[src/rtl/apb_fanout_slice_pkg.sv]
// Shared definitions for the APB fan-out bridge: FSM encoding and width helpers.
package apb_fanout_slice_pkg;

  typedef enum logic [1:0] {
    ST_IDLE   = 2'd0,
    ST_SETUP  = 2'd1,
    ST_ACCESS = 2'd2,
    ST_RESP   = 2'd3
  } apb_state_e;

  function automatic int clog2(input int value);
    int result;
    int v;
    result = 0;
    v = value - 1;
    while (v > 0) begin
      result++;
      v = v >> 1;
    end
    return result;
  endfunction

  // Port-select field width; a single port still needs one select bit.
  function automatic int sel_width(input int ns);
    return (clog2(ns) < 1) ? 1 : clog2(ns);
  endfunction

endpackage

[src/rtl/apb_port_decode.sv]
// Combinational port decode: range check of the select field and the
// per-port mux of downstream read data, ready and error.
module apb_port_decode
  import apb_fanout_slice_pkg::*;
#(
  parameter int DW = 16,
  parameter int NS = 4,
  parameter int SW = sel_width(NS)
) (
  input  logic [SW-1:0]    sel_field,
  output logic             in_range,
  input  logic [SW-1:0]    port_idx,
  input  logic [NS*DW-1:0] prdata_all,
  input  logic [NS-1:0]    pready_all,
  input  logic [NS-1:0]    pslverr_all,
  output logic [DW-1:0]    prdata,
  output logic             pready,
  output logic             pslverr
);

  assign in_range = ({1'b0, sel_field} < (SW+1)'(NS));

  // Explicit compare loop keeps non-power-of-two NS free of out-of-range slices.
  always_comb begin
    prdata  = '0;
    pready  = 1'b0;
    pslverr = 1'b0;
    for (int i = 0; i < NS; i++) begin
      if (port_idx == SW'(i)) begin
        prdata  = prdata_all[i*DW +: DW];
        pready  = pready_all[i];
        pslverr = pslverr_all[i];
      end
    end
  end

endmodule

[src/rtl/apb_fanout_slice.sv]
// APB bridge: registers one upstream transfer and forwards it to one of NS
// downstream ports, with decode-error responses and an ACCESS-phase watchdog.
module apb_fanout_slice
  import apb_fanout_slice_pkg::*;
#(
  parameter int DW      = 16,
  parameter int AW      = 16,
  parameter int NS      = 4,
  parameter int SEL_LSB = 12,
  parameter int TIMEOUT = 255
) (
  input  logic             APB_CLK,
  input  logic             APB_RESET,
  input  logic             APBS_PSEL,
  input  logic             APBS_PENABLE,
  input  logic             APBS_PWRITE,
  input  logic [AW-1:0]    APBS_PADDR,
  input  logic [DW-1:0]    APBS_PWDATA,
  output logic [DW-1:0]    APBS_PRDATA,
  output logic             APBS_PREADY,
  output logic             APBS_PSLVERR,
  output logic [NS-1:0]    APBM_PSEL,
  output logic             APBM_PENABLE,
  output logic             APBM_PWRITE,
  output logic [AW-1:0]    APBM_PADDR,
  output logic [DW-1:0]    APBM_PWDATA,
  input  logic [NS*DW-1:0] APBM_PRDATA,
  input  logic [NS-1:0]    APBM_PREADY,
  input  logic [NS-1:0]    APBM_PSLVERR,
  output logic             APB_TOUT,
  output apb_state_e       fsm_state
);

  // Upstream handshake: an access phase (PSEL & PENABLE) is accepted only in
  // IDLE; APBS_PREADY pulses for one cycle in RESP and the master ends the
  // transfer on it. Downstream follows SETUP then ACCESS until the selected
  // port raises PREADY or the watchdog expires.

  localparam int SW = sel_width(NS);
  localparam int CW = (clog2(TIMEOUT + 1) < 1) ? 1 : clog2(TIMEOUT + 1);
  localparam logic [CW-1:0] CNT_LAST = CW'((TIMEOUT == 0) ? 0 : TIMEOUT - 1);

  apb_state_e    state, state_n;
  logic [SW-1:0] sel_field;
  logic [SW-1:0] idx_q;
  logic [CW-1:0] cnt;
  logic          in_range;
  logic [DW-1:0] port_prdata;
  logic          port_pready;
  logic          port_pslverr;
  logic [DW-1:0] resp_data_n;
  logic          resp_err_n;
  logic          tout_n;

  assign sel_field = APBS_PADDR[SEL_LSB +: SW];
  assign fsm_state = state;

  apb_port_decode #(
    .DW(DW),
    .NS(NS),
    .SW(SW)
  ) u_decode (
    .sel_field  (sel_field),
    .in_range   (in_range),
    .port_idx   (idx_q),
    .prdata_all (APBM_PRDATA),
    .pready_all (APBM_PREADY),
    .pslverr_all(APBM_PSLVERR),
    .prdata     (port_prdata),
    .pready     (port_pready),
    .pslverr    (port_pslverr)
  );

  always_comb begin
    state_n     = state;
    resp_data_n = '0;
    resp_err_n  = 1'b0;
    tout_n      = 1'b0;
    case (state)
      ST_IDLE: begin
        if (APBS_PSEL && APBS_PENABLE) begin
          if (in_range) begin
            state_n = ST_SETUP;
          end else begin
            state_n    = ST_RESP;
            resp_err_n = 1'b1;
          end
        end
      end
      ST_SETUP: state_n = ST_ACCESS;
      ST_ACCESS: begin
        // A ready on the final watchdog cycle still completes normally.
        if (port_pready) begin
          state_n     = ST_RESP;
          resp_err_n  = port_pslverr;
          resp_data_n = (APBM_PWRITE || port_pslverr) ? '0 : port_prdata;
        end else if ((TIMEOUT != 0) && (cnt == CNT_LAST)) begin
          state_n    = ST_RESP;
          resp_err_n = 1'b1;
          tout_n     = 1'b1;
        end
      end
      ST_RESP: state_n = ST_IDLE;
      default: state_n = ST_IDLE;
    endcase
  end

  always_ff @(posedge APB_CLK) begin
    if (APB_RESET) begin
      state        <= ST_IDLE;
      idx_q        <= '0;
      cnt          <= '0;
      APBS_PRDATA  <= '0;
      APBS_PREADY  <= 1'b0;
      APBS_PSLVERR <= 1'b0;
      APBM_PSEL    <= '0;
      APBM_PENABLE <= 1'b0;
      APBM_PWRITE  <= 1'b0;
      APBM_PADDR   <= '0;
      APBM_PWDATA  <= '0;
      APB_TOUT     <= 1'b0;
    end else begin
      state        <= state_n;
      APBS_PREADY  <= (state_n == ST_RESP);
      APBS_PRDATA  <= resp_data_n;
      APBS_PSLVERR <= resp_err_n;
      APB_TOUT     <= tout_n;
      APBM_PENABLE <= (state_n == ST_ACCESS);
      if (state == ST_ACCESS) begin
        cnt <= cnt + 1'b1;
      end
      // Downstream capture only for decodable addresses; errors leave it untouched.
      if (state_n == ST_SETUP) begin
        idx_q       <= sel_field;
        cnt         <= '0;
        APBM_PSEL   <= NS'(1) << sel_field;
        APBM_PADDR  <= APBS_PADDR;
        APBM_PWDATA <= APBS_PWDATA;
        APBM_PWRITE <= APBS_PWRITE;
      end else if (state_n != ST_ACCESS) begin
        APBM_PSEL <= '0;
      end
    end
  end

endmodule

[config.mk]
export PLATFORM = sky130hd
export DESIGN_NAME = apb_fanout_slice
export DESIGN_NICKNAME = d
export VERILOG_FILES = /design/src/rtl/apb_fanout_slice_pkg.sv /design/src/rtl/apb_port_decode.sv /design/src/rtl/apb_fanout_slice.sv
export SDC_FILE = /design/constraint.sdc
export NUM_CORES = 1
export LEC_CHECK = 0
export CORE_ASPECT_RATIO = 1.5
export CORE_UTILIZATION = 42
export CTS_CLUSTER_SIZE = 20
export DETAILED_ROUTE_END_ITERATION = 10
export PLACE_DENSITY = 0.83
export SYNTH_ARGS = -nofsm -noshare
export SYNTH_HDL_FRONTEND = slang
export SYNTH_SLANG_ARGS = --single-unit
[constraint.sdc]
create_clock -name APB_CLK -period 5.65 [get_ports APB_CLK]
set_input_delay 0.8475 -clock APB_CLK [delete_from_list [all_inputs] [get_ports APB_CLK]]
set_output_delay 0.8475 -clock APB_CLK [all_outputs]
set_load 0.01 [all_outputs]
# [Yosys cells after proc, flatten, opt, wreduce, memory -nomap -nowiden]
# Index checks and enable logic that the tools add are counted.
[totals] out_inout_bits=59 regBits=69 wordCells=56 input_bits=109
[classes] eq_ne=11 shifts=1 muxes=20 addsub=1 reduce_logical=9 bitwise=2
[op_table] operator="16-bit two-way mux" n=4
[op_table] operator="2-bit == test, second input constant" n=6
[op_table] operator="1-bit two-way mux" n=10
[op_table] operator="8-bit by 1-bit adder with 8-bit output, second input constant" n=1
[op_table] operator="8-bit == test, second input constant" n=1
[op_table] operator="4-bit two-way mux" n=2
[op_table] operator="2-bit one-hot mux with 4 select lines" n=1
[op_table] operator="2-bit by 1-bit == test with 1-bit output, second input constant" n=3
[op_table] operator="2-bit two-way mux" n=3
[op_table] operator="2-bit logical NOT" n=2
[op_table] operator="2-bit OR reduction" n=2
[op_table] operator="4-bit OR reduction" n=1
[op_table] operator="1-bit by 2-bit << shifter with 4-bit output, first input constant" n=1
[op_table] operator="3-bit OR reduction" n=1
[op_table] operator="2-bit != test, second input constant" n=1
[op_table] operator="1-bit NOT" n=2
[op_table] operator="2-bit nonzero test" n=1
[op_table] operator="1-bit logical AND" n=1
[op_table] operator="1-bit logical OR" n=1

# [Depth between registers and ports, before layout]
[logic_depth] word_depth=10 depth_mapped=8 ltp_nobuf=6

# [Hierarchy]
# Synthesis repeated with hierarchy kept, for this count alone.
[hier_totals] cells_unflattened=290 hier_area_um2=3269.4
[modules_own_cells] module="apb_fanout_slice" cells_each=266 seq_area_each_um2=1341.3 n_inst=1 area_each_um2=2781.4
[modules_own_cells] module="apb_port_decode" cells_each=24 seq_area_each_um2=0.0 n_inst=1 area_each_um2=488.0

# [Worst setup path after synthesis]
# Ideal clock, no wire load.
[synth_path] path_kind="input to register" start="input port APBM_PREADY[3]" end="register cnt[1]" arrival_time_ns=2.270 path_stages=4 n_path_buf=0 required_ns=5.550 setup_ns=0.100 slack_ns=3.281 cell_sequence="mux4_2 -> a2111oi_4 -> nor2_4 -> a2111oi_4"
[synth_via] elab_chain_len=5
[synth_lines] item="start, declared" line="apb_fanout_slice.sv:28" rtl="input logic [NS-1:0] APBM_PREADY,"
[synth_lines] item="1-bit two-way mux" line="apb_port_decode.sv:29" rtl="if (port_idx == SW'(i)) begin"
[synth_lines] item="2-bit two-way mux" line="apb_fanout_slice.sv:93" rtl="if (port_pready) begin"
[synth_lines] item="2-bit one-hot mux with 4 select lines" line="apb_fanout_slice.sv:79" rtl="case (state)"
[synth_lines] item="2-bit by 1-bit == test with 1-bit output" line="apb_fanout_slice.sv:133" rtl="if (state_n == ST_SETUP) begin"
[synth_lines] item="2-bit OR reduction (no source line)"
[synth_lines] item="end signal, assigned" line="apb_fanout_slice.sv:130" rtl="cnt <= cnt + 1'b1;"
[synth_lines] item="end, declared" line="apb_fanout_slice.sv:46" rtl="logic [CW-1:0] cnt;"
# No other way between the ends.
# A chain may end at the register's enable or synchronous reset.

# [Worst setup path in the final report]
[layout_path] start="input port APBM_PREADY[0]" end="register cnt[1]"
[layout_via] elab_chain_len=8
[layout_lines] item="1-bit two-way mux (4 in series)" line="apb_port_decode.sv:29"
[layout_lines] item="2-bit two-way mux" line="apb_fanout_slice.sv:93"
[layout_lines] item="2-bit one-hot mux with 4 select lines" line="apb_fanout_slice.sv:79"
[layout_lines] item="2-bit by 1-bit == test with 1-bit output" line="apb_fanout_slice.sv:133"
[layout_lines] item="2-bit OR reduction (no source line)"
# No other way between the ends.

==> out/metrics.yaml <==
cts:
  post_cts_resized: 0
  cts-root-buf: "clkbuf_8"
  cts_hold_buf: 0
  cts_buffers: 9
  clk_pin_slew_ns: 0.07
  post-cts-setup-buffers: 0
  cts_tree: "done"
  clock_path_buffers: 2
  cts_max_level: 3
  cts_sinks: 67
  insertion_delay_ns: 0.34
logic_synthesis:
  synth.avg_cell_area_sq_um: 10.7
  synth-main-ff-cell: "dfxtp_1"
  synthArstFlopShare_pct: 0
  yosysSeqAreaShare_pct: 43.3
  synth_fp_nets: 403
  synth_cell_types: 40
  syn_inst: 290
  synth_edf_count: 0
  syn_area_sq_um: 3090
  synth-seq-cells: 67
  yosys_warnings: 0
timing:
  timing.fmax_ghz: 0.308
  hold_violations: 0
  period_share_pct: 57.4
  fin_skew_ns: 0.00781
  fin_setup_tns_ns: 0
  worst_pin_slew_ns: 1.13
  setup_violations: 0
  rsz0062_at_grt: "false"
  post-route-min-period_ns: 3.24
  slew_violations: 0
  hold-worst-slack_ns: 0.475
  relSlewSlack_pct: 24.5
routing:
  antenna_left: 0
  via_per_inst: 5.26
  drc_errors: 0
  drt_wl_total_um: 9480
  vias: 2917
  drtPass1Iterations: 4
  wl_per_cell_um: 17.1
  drtIter0Drc: 109
worst_hold_path:
  whs_path_depth: 2
  hp-class: "reg2reg"
  min_from: "APBM_PSEL[1]"
  hold_path_end: "APBM_PSEL[1]"
finish:
  mostFrequentLayoutCell: "clkdlybuf4s50_1"
  design_area_sq_um: 5000
  areaGrowthSynthToFinish_pct: 61.7
  instances_no_fill: 555
  seqCellArea_sq_um: 1340
  layout-drive-gt1-share_pct: 15.6
  layout_common_cells: "clkdlybuf4s50_1, dfxtp_1, nand3_1"
  num-nets-final: 562
  fillCellCount: 563
  multi_input_area_sq_um: 1620
setup_path:
  critical_path.endpoint_type: "register"
  path_max_fanout: 19
  rrSetupSlack_ns: 2.85
  critPathKind: "in2reg"
  path_buf_inv: 2
  rr_worst_depth: 6
  cp_cell_sequence: "clkdlybuf4s50_1 > mux4_2 > a2111oi_4 > buf_4 > nor2_4 > a2111oi_4"
  critPathRequiredTime_ns: 5.90
  slowest_delay_ns: 0.86
  cpMostUsedCell: "a2111oi_4"
  critical_path.startpoint_type: "primary input"
  r2r-end: "cnt[1]"
  cp_top_family: "compound AO/OA/AOI/OAI gates"
  worst_path_max_delay_cell: "a2111oi_4"
  reg2reg_from: "APBM_PADDR[13]"
  cp_data_arrival_time_ns: 3.49
die:
  ioPinCount: 168
  die_x_um: 72.1
  dieArea_sq_um: 7720
  rows: 38
  core-area_sq_um: 7180
  die_h_um: 107
  initial_core_util_pct: 43.1
placement:
  dpl.hpwl_um: 7150
  placed_area_sq_um: 4810
  port_buffers: 167
  dp_cells: 538
  gp_congestion: 0.767
global_routing:
  grt_pass1_wl_um: 14700
  grt_pass1_vias: 2970
  grt_overflow: 0
  grt_max_degree: 52
  antenna_found_initial: 0
  track_usage_pct: 25.0
run_status:
  outcome: "completed"
pwr:
  vdd_drop_max_mv: 0.419
  powerDensity_nw_per_um2: 460
  leakagePower_nw: 1.68
  power_mw: 2.30
flow_run:
  drv_cap: 0
cells in the mapped netlist, types with 2 or more instances:
cell type / n / share of area [%]
a2111oi_4: 2 / 1.8
a21oi_1: 4 / 0.65
a21oi_2: 30 / 8.5
and2_1: 2 / 0.40
buf_2: 2 / 0.32
buf_6: 4 / 1.5
clkbuf_1: 16 / 1.9
dfxtp_1: 67 / 43
ha_1: 4 / 1.6
inv_1: 6 / 0.73
mux4_1: 6 / 5.1
mux4_2: 12 / 8.7
nand2_1: 5 / 0.61
nand2b_1: 2 / 0.40
nand3_1: 34 / 5.5
nand4_1: 2 / 0.40
nor2_1: 5 / 0.61
nor2b_1: 18 / 3.6
nor3_1: 8 / 1.3
o21ai_0: 3 / 0.49
o21ai_1: 30 / 4.9
o32ai_1: 4 / 1.1
or3b_2: 2 / 0.57
xnor2_1: 3 / 0.85
xor2_1: 4 / 1.1
tightest hold or removal path, delay by kind of cell, from the launching register on:
family	cells	cell delay, ns
flops	1	0.31
buf+inv	1	0.04
compound gates	1	0.07
how the worst max path moves through the flow:
stage              startpoint      to  slack [ns]  depth (start not counted)
3_3_place_gp   APBM_PREADY[0]  cnt[1]        2.13                          6
5_1_grt        APBM_PREADY[0]  cnt[1]        2.32                          6
4_1_cts        APBM_PREADY[0]  cnt[1]        2.45                          6
2_1_floorplan  APBM_PREADY[3]  cnt[1]        3.28                          4
6_report       APBM_PREADY[0]  cnt[1]        2.41                          6
3_5_place_dp   APBM_PREADY[0]  cnt[1]        2.08                          6
report_power, final:
group	switching, mW	total (mW)	internal [mW]
sequential	0.0782	0.686	0.608
combinational	0.635	1.23	0.596
clock	0.173	0.386	0.213
total	0.886	2.30	1.42
layout make-up:
class	count	area share [%]
clock buffers	11	2.83
repair buffers	172	34.0
well taps	100	2.50
inverters	6	0.450
flip-flops and latches	67	26.8
diodes	1	0.0500
multi-input cells	193	32.3
clock inverters	5	1.05
sequential cells by signal, indices dropped and copies added, names as in the netlist:
signal and count:
APBM_PADDR 16, APBM_PWDATA 16, APBS_PRDATA 16, cnt 8
APBM_PSEL 4, fsm_state 2, APBM_PENABLE 1, APBM_PWRITE 1
APBS_PREADY 1, APBS_PSLVERR 1, APB_TOUT 1
logic make-up after synthesis:
logic type,Yosys count,synth area share (%)
compound gates,78,18.8
xor+xnor,7,1.98
fa+ha+maj,4,1.62
buf+inv,30,4.85
flops,67,43.3
mux,19,14.2
simple gates,85,15.2
metal layers:
| layer | share of wire, % | GRT usage [%] | up-vias |
|---|---|---|---|
| met5 | 0 | 0 | - |
| met4 | 4.2 | 14.4 | 0 |
| met3 | 11 | 9.87 | 28 |
| met2 | 50 | 42.1 | 159 |
| met1 | 35 | 25.7 | 1344 |
| li1 | - | - | 1386 |
through the flow:
step,setup WS [ns],util (%)
after global placement,2.13,67.0
final,2.41,69.7
after CTS,2.45,69.7
after detailed placement,2.08,67.0
after floorplan,3.28,-
after global routing,2.32,69.7
No activity file was read; power rests on OpenSTA's default activity.
==> variant 1: new RTL, same settings <==
Take the reset off `APBS_PRDATA` and load it in a clocked block of its own.
--- a/src/rtl/apb_fanout_slice.sv
+++ b/src/rtl/apb_fanout_slice.sv
@@ -111,5 +111,4 @@
       idx_q        <= '0;
       cnt          <= '0;
-      APBS_PRDATA  <= '0;
       APBS_PREADY  <= 1'b0;
       APBS_PSLVERR <= 1'b0;
@@ -123,5 +122,4 @@
       state        <= state_n;
       APBS_PREADY  <= (state_n == ST_RESP);
-      APBS_PRDATA  <= resp_data_n;
       APBS_PSLVERR <= resp_err_n;
       APB_TOUT     <= tout_n;
@@ -144,4 +142,8 @@
   end
 
+  always_ff @(posedge APB_CLK) begin
+    APBS_PRDATA <= resp_data_n;
+  end
+
 endmodule
 
Check against the original RTL: differs if APB_RESET is asserted again (counterexample within 4 cycles, from zero or initial values and one cycle with APB_RESET high); with APB_RESET held inactive, the same outputs for 10 cycles.
==> variant 1 against the unedited design <==
Sequential cell count is the same; register-to-register slack gained 0.09 ns; area after synthesis shrank 0.69%; total power shrank 1.1%; non-clock buffer count is the same; wire length shrank 2.2%; setup slack gained 0.073 ns; cell area shrank 1.2%; critical path type unchanged.
==> variant 1: results (changes against the unedited design) <==
Pwr
  – Net Sw Frac: 39.1% (was 38.5%)
  – Maximum VDD drop: 0.341 mV (was 0.419 mV)
  – Leak: 1.64 nW (was 1.68 nW)

Timing
  – Least-Margin Pin Slew: 1.15 ns (was 1.13 ns)
  – Final Skew: 0.00841 ns (was 0.00781 ns)

Final layout
  – Fill cells: 567 (was 563)
  – Final nets: 563 (was 562)
  – Antenna cells: 0 (was 1)

Synthesis
  – Complex-gate fraction of the synthesized area: 18.9% (was 18.8%)
  – Post-synthesis xor/xnor area fraction: 2.00% (was 1.98%)
  – Yosys cell types: 37 (was 40)
  – Syn nets: 404 (was 403)
  – Most frequent cells after synthesis: dfxtp_1 (67), nand3_1 (33), a21oi_2 (30), o21ai_1 (30) (was dfxtp_1 (67), nand3_1 (34), a21oi_2 (30), o21ai_1 (30), nor2b_1 (18))
  – Mapped Cells: 291 (was 290)
  – Synth top area cells: dfxtp_1 (44%), mux4_2 (13%), a21oi_2 (8.6%) (was dfxtp_1 (43%), mux4_2 (8.7%), a21oi_2 (8.5%))
  – Sequential fraction of the synthesis area: 43.6% (was 43.3%)
  – Adder-Cell Fraction of Synth Area: 1.63% (was 1.62%)

Global routing
  – Vias in the first global route: 2852 (was 2970)
  – Global-route usage over all layers: 24.3% (was 25.0%)

Critical path
  – Crit Reg-Reg Startpoint: cnt[0] (was APBM_PADDR[13])
  – Crit Path Max Fanout: 18 (was 19)
  – Max incr delay on CP: 0.81 ns (was 0.86 ns)
  – Setup slack, reg-to-reg: 2.94 ns (was 2.85 ns)
  – Worst R2R Path Depth: 7 (was 6)

Status
  – Run status: finished clean (unchanged)

Drt
  – Drt initial violations: 153 (was 109)
  – Via count: 2884 (was 2917)
  – Vias per inst: 5.23 (was 5.26)

Placed design
  – Detailed Place HPWL: 6.89 mm (was 7.15 mm)
  – GPL Wtd Cong: 0.828 (was 0.767)
  – Dpl ws: 2.12 ns (was 2.08 ns)
## variant 1: tightest hold or removal path: stages (launching register included)
cell and delay (ns):
dfxtp_1 0.31, inv_1 0.05, o32ai_1 0.07
## variant 1: area by class of cell
cell class	instances	area share, %
tap	97	2.45
inverter	6	0.455
clock inverter	3	0.304
multi-input combinational	194	32.3
timing repair buffer	172	34.5
sequential	67	27.1
clock buffer	12	2.93
## variant 1: worst max-delay path by stage
| stage | start | to | slack, ns | cells after the start |
|---|---|---|---|---|
| finish | APBM_PREADY[2] | cnt[1] | 2.48 | 6 |
| global route | APBM_PREADY[0] | cnt[1] | 2.30 | 6 |
| CTS | APBM_PREADY[2] | cnt[1] | 2.47 | 6 |
| detailed placement | APBM_PREADY[3] | cnt[1] | 2.12 | 6 |
| global placement | APBM_PREADY[3] | cnt[1] | 2.15 | 6 |
| floorplan | APBM_PREADY[3] | cnt[1] | 3.30 | 4 |
## variant 1: stage by stage
step / utilization [%] / cell area, um^2 / power [mW] / hold WS (ns)
after global routing: 70.8 / 4950 / 2.42 / 0.511
after global placement: 68.5 / 4790 / 1.93 / 0.464
after floorplan: - / 3070 / 1.47 / 0.497
final: 70.8 / 4950 / 2.28 / 0.479
after CTS: 70.8 / 4950 / 2.29 / 0.480
after detailed placement: 68.5 / 4790 / 1.95 / 0.470
## variant 1: metal layers
layer | GRT usage, % | vias up | routed length (um)
met5 | 0 | - | 0
met4 | 10.8 | 0 | 205
met3 | 5.17 | 16 | 732
met2 | 42.9 | 124 | 4780
met1 | 27.6 | 1373 | 3570
li1 | - | 1371 | -
## variant 1: cell families (layout without fill, tap and decap cells)
logic type,after synthesis,count (layout)
and+or+nand+nor,86,86
muxes,19,19
buffers and inverters,30,193
adders and majority gates,4,4
AOI/OAI and AO/OA,78,78
DFF,67,67
xor gates and xnor gates,7,7
==> variant 2: new RTL, same settings <==
Without the edit above. The parameter `AW` goes from 16 to 17.
--- a/src/rtl/apb_fanout_slice.sv
+++ b/src/rtl/apb_fanout_slice.sv
@@ -5,5 +5,5 @@
 #(
   parameter int DW      = 16,
-  parameter int AW      = 16,
+  parameter int AW      = 17,
   parameter int NS      = 4,
   parameter int SEL_LSB = 12,
Interface: changed (resized APBM_PADDR and APBS_PADDR); port bits go from 168 to 170. The function was not compared with the original's and may differ.
==> variant 2 against the unedited design <==
Total power shrank 0.55%; via count grew 0.14%; cell area shrank 0.27%; critical path depth shrank 2; wire length grew 0.19%; sequential cell count grew 1; setup slack gained 0.15 ns; non-clock buffer count grew 1; highest routed layer unchanged; cell count grew 0.72%; first-iteration DRC count shrank 21%; die area grew 0.67%; fmax grew 4.9%; area after synthesis grew 0.69%; register-to-register slack lost 0.29 ns.
==> variant 2: results (changes against the unedited design) <==
Pwr
  – Pint: 1.38 mW (was 1.42 mW)
  – Maximum VDD drop: 0.402 mV (was 0.419 mV)
  – Leak: 1.73 nW (was 1.68 nW)

Placed design
  – Detailed Place HPWL: 6.80 mm (was 7.15 mm)
  – GPL Wtd Cong: 0.745 (was 0.767)
  – Placed cell area: 0.00483 mm^2 (was 0.00481 mm^2)
  – Buffers on Ports: 169 (was 167)
  – Cells after DPL: 543 (was 538)

Timing
  – Least-Margin Pin Slew: 1.23 ns (was 1.13 ns)
  – Final Skew: 0.00993 ns (was 0.00781 ns)

Synthesis
  – Yosys cell types: 37 (was 40)
  – Sequential fraction of the synthesis area: 43.7% (was 43.3%)
  – Syn nets: 410 (was 403)
  – Synth top area cells: dfxtp_1 (44%), mux4_2 (13%), a21oi_2 (8.4%) (was dfxtp_1 (43%), mux4_2 (8.7%), a21oi_2 (8.5%))
  – Most frequent cells after synthesis: dfxtp_1 (68), nand3_1 (35), a21oi_2 (30), o21ai_1 (30), mux4_2 (18) (was dfxtp_1 (67), nand3_1 (34), a21oi_2 (30), o21ai_1 (30), nor2b_1 (18))
  – Mapped Cells: 296 (was 290)

Drt
  – Wire per inst: 17.0 um (was 17.1 um)
  – Vias per inst: 5.23 (was 5.26)
  – Drt pass-1 iters: 4 (unchanged)
  – Routed WL: 9.50 mm (was 9.48 mm)
  – Met3 WL: 1.01 mm (was 1.03 mm)
  – Routed length on met1: 3.62 mm (was 3.33 mm)
  – Drt initial violations: 86 (was 109)
  – Routed wl met2: 4.56 mm (was 4.72 mm)

Global routing
  – First-pass GRT wire length: 14.6 mm (was 14.7 mm)
  – Largest net degree at the start of global routing: 54 (was 52)
  – Vias in the first global route: 2969 (was 2970)

Critical path
  – Slowest-stage cell, CP: a2111o_1 (was a2111oi_4)
  – Crit path DAT: 3.34 ns (was 3.49 ns)
  – Crit Path Max Fanout: 36 (was 19)

Final layout
  – Final nets: 568 (was 562)
  – Antenna cells: 0 (was 1)
  – Ratio of cells with drive above 1 in the final layout: 15.7% (was 15.6%)
  – Largest regs: APBM_PADDR: 17 flops, APBM_PWDATA: 16 flops, APBS_PRDATA: 16 flops (was APBM_PADDR: 16 flops, APBM_PWDATA: 16 flops, APBS_PRDATA: 16 flops)
  – Fill cells: 586 (was 563)

Clock network
  – Clock transition at path regs: 0.07 ns (about the same)

Status
  – Run status: finished clean (unchanged)
[variant 2: changes by cell type in the layout (fill, tap and decap cells not counted), sizes merged, moves of 2 or more]
cell,delta
clkdlybuf4s50,+2
nor2b,-16
and3,+16
clkbuf,+3
[variant 2: area by class of cell]
| class | count | area [um^2] | area share [%] |
|---|---|---|---|
| clock buffers | 14 | 153 | 3.06 |
| clock inverters | 2 | 10.0 | 0.201 |
| inverters | 6 | 22.5 | 0.451 |
| multi-input cells | 196 | 1600 | 32.1 |
| flip-flops and latches | 68 | 1360 | 27.3 |
| well taps | 100 | 125 | 2.51 |
| repair buffers | 173 | 1720 | 34.4 |
[variant 2: per-stage QoR]
step | setup WS [ns] | power, mW
after floorplan | 3.27 | 1.48
after global routing | 2.30 | 2.43
final | 2.56 | 2.29
after global placement | 2.33 | 1.93
after detailed placement | 2.27 | 1.95
after CTS | 2.54 | 2.31
[variant 2: worst paths after layout]
kind / start / to / slack (ns) / cells after the start
setup / recovery: APBM_PADDR[13] / APBM_PSEL[3] / 2.56 / 4
hold reg to reg: APBM_PWDATA[2] / APBM_PWDATA[2] / 0.48 / 2
setup reg to reg: APBM_PADDR[13] / APBM_PSEL[3] / 2.56 / 4
hold / removal: APBM_PWDATA[2] / APBM_PWDATA[2] / 0.48 / 2
[variant 2: worst register-to-register path: stages (launching register included)]
cell	delay, ns
dfxtp_1	0.90
mux4_2	0.59
a2111o_1	0.92
nand2_1	0.28
o32ai_1	0.32
[variant 2: power groups by stage]
stage,logic (mW),registers (mW),clock network (mW)
after floorplan,0.724,0.758,0
after global placement,1.21,0.722,0
after detailed placement,1.23,0.725,0
after CTS,1.24,0.718,0.349
after global routing,1.32,0.733,0.373
final,1.23,0.717,0.344
[variant 2: layer usage]
metal,GRT usage (%),vias to the layer above
met5,0,-
met4,12.0,0
met3,8.24,22
met2,42.1,158
met1,26.7,1338
li1,-,1403
[variant 2: cell families (layout without fill, tap and decap cells)]
family,count (synthesis),after routing,synth area share (%)
compound gates,80,80,19.0
simple gates,86,86,15.1
fa+ha+maj,4,4,1.61
flops,68,68,43.7
xor+xnor,7,7,1.97
mux,19,19,13.3
buf+inv,32,195,5.26
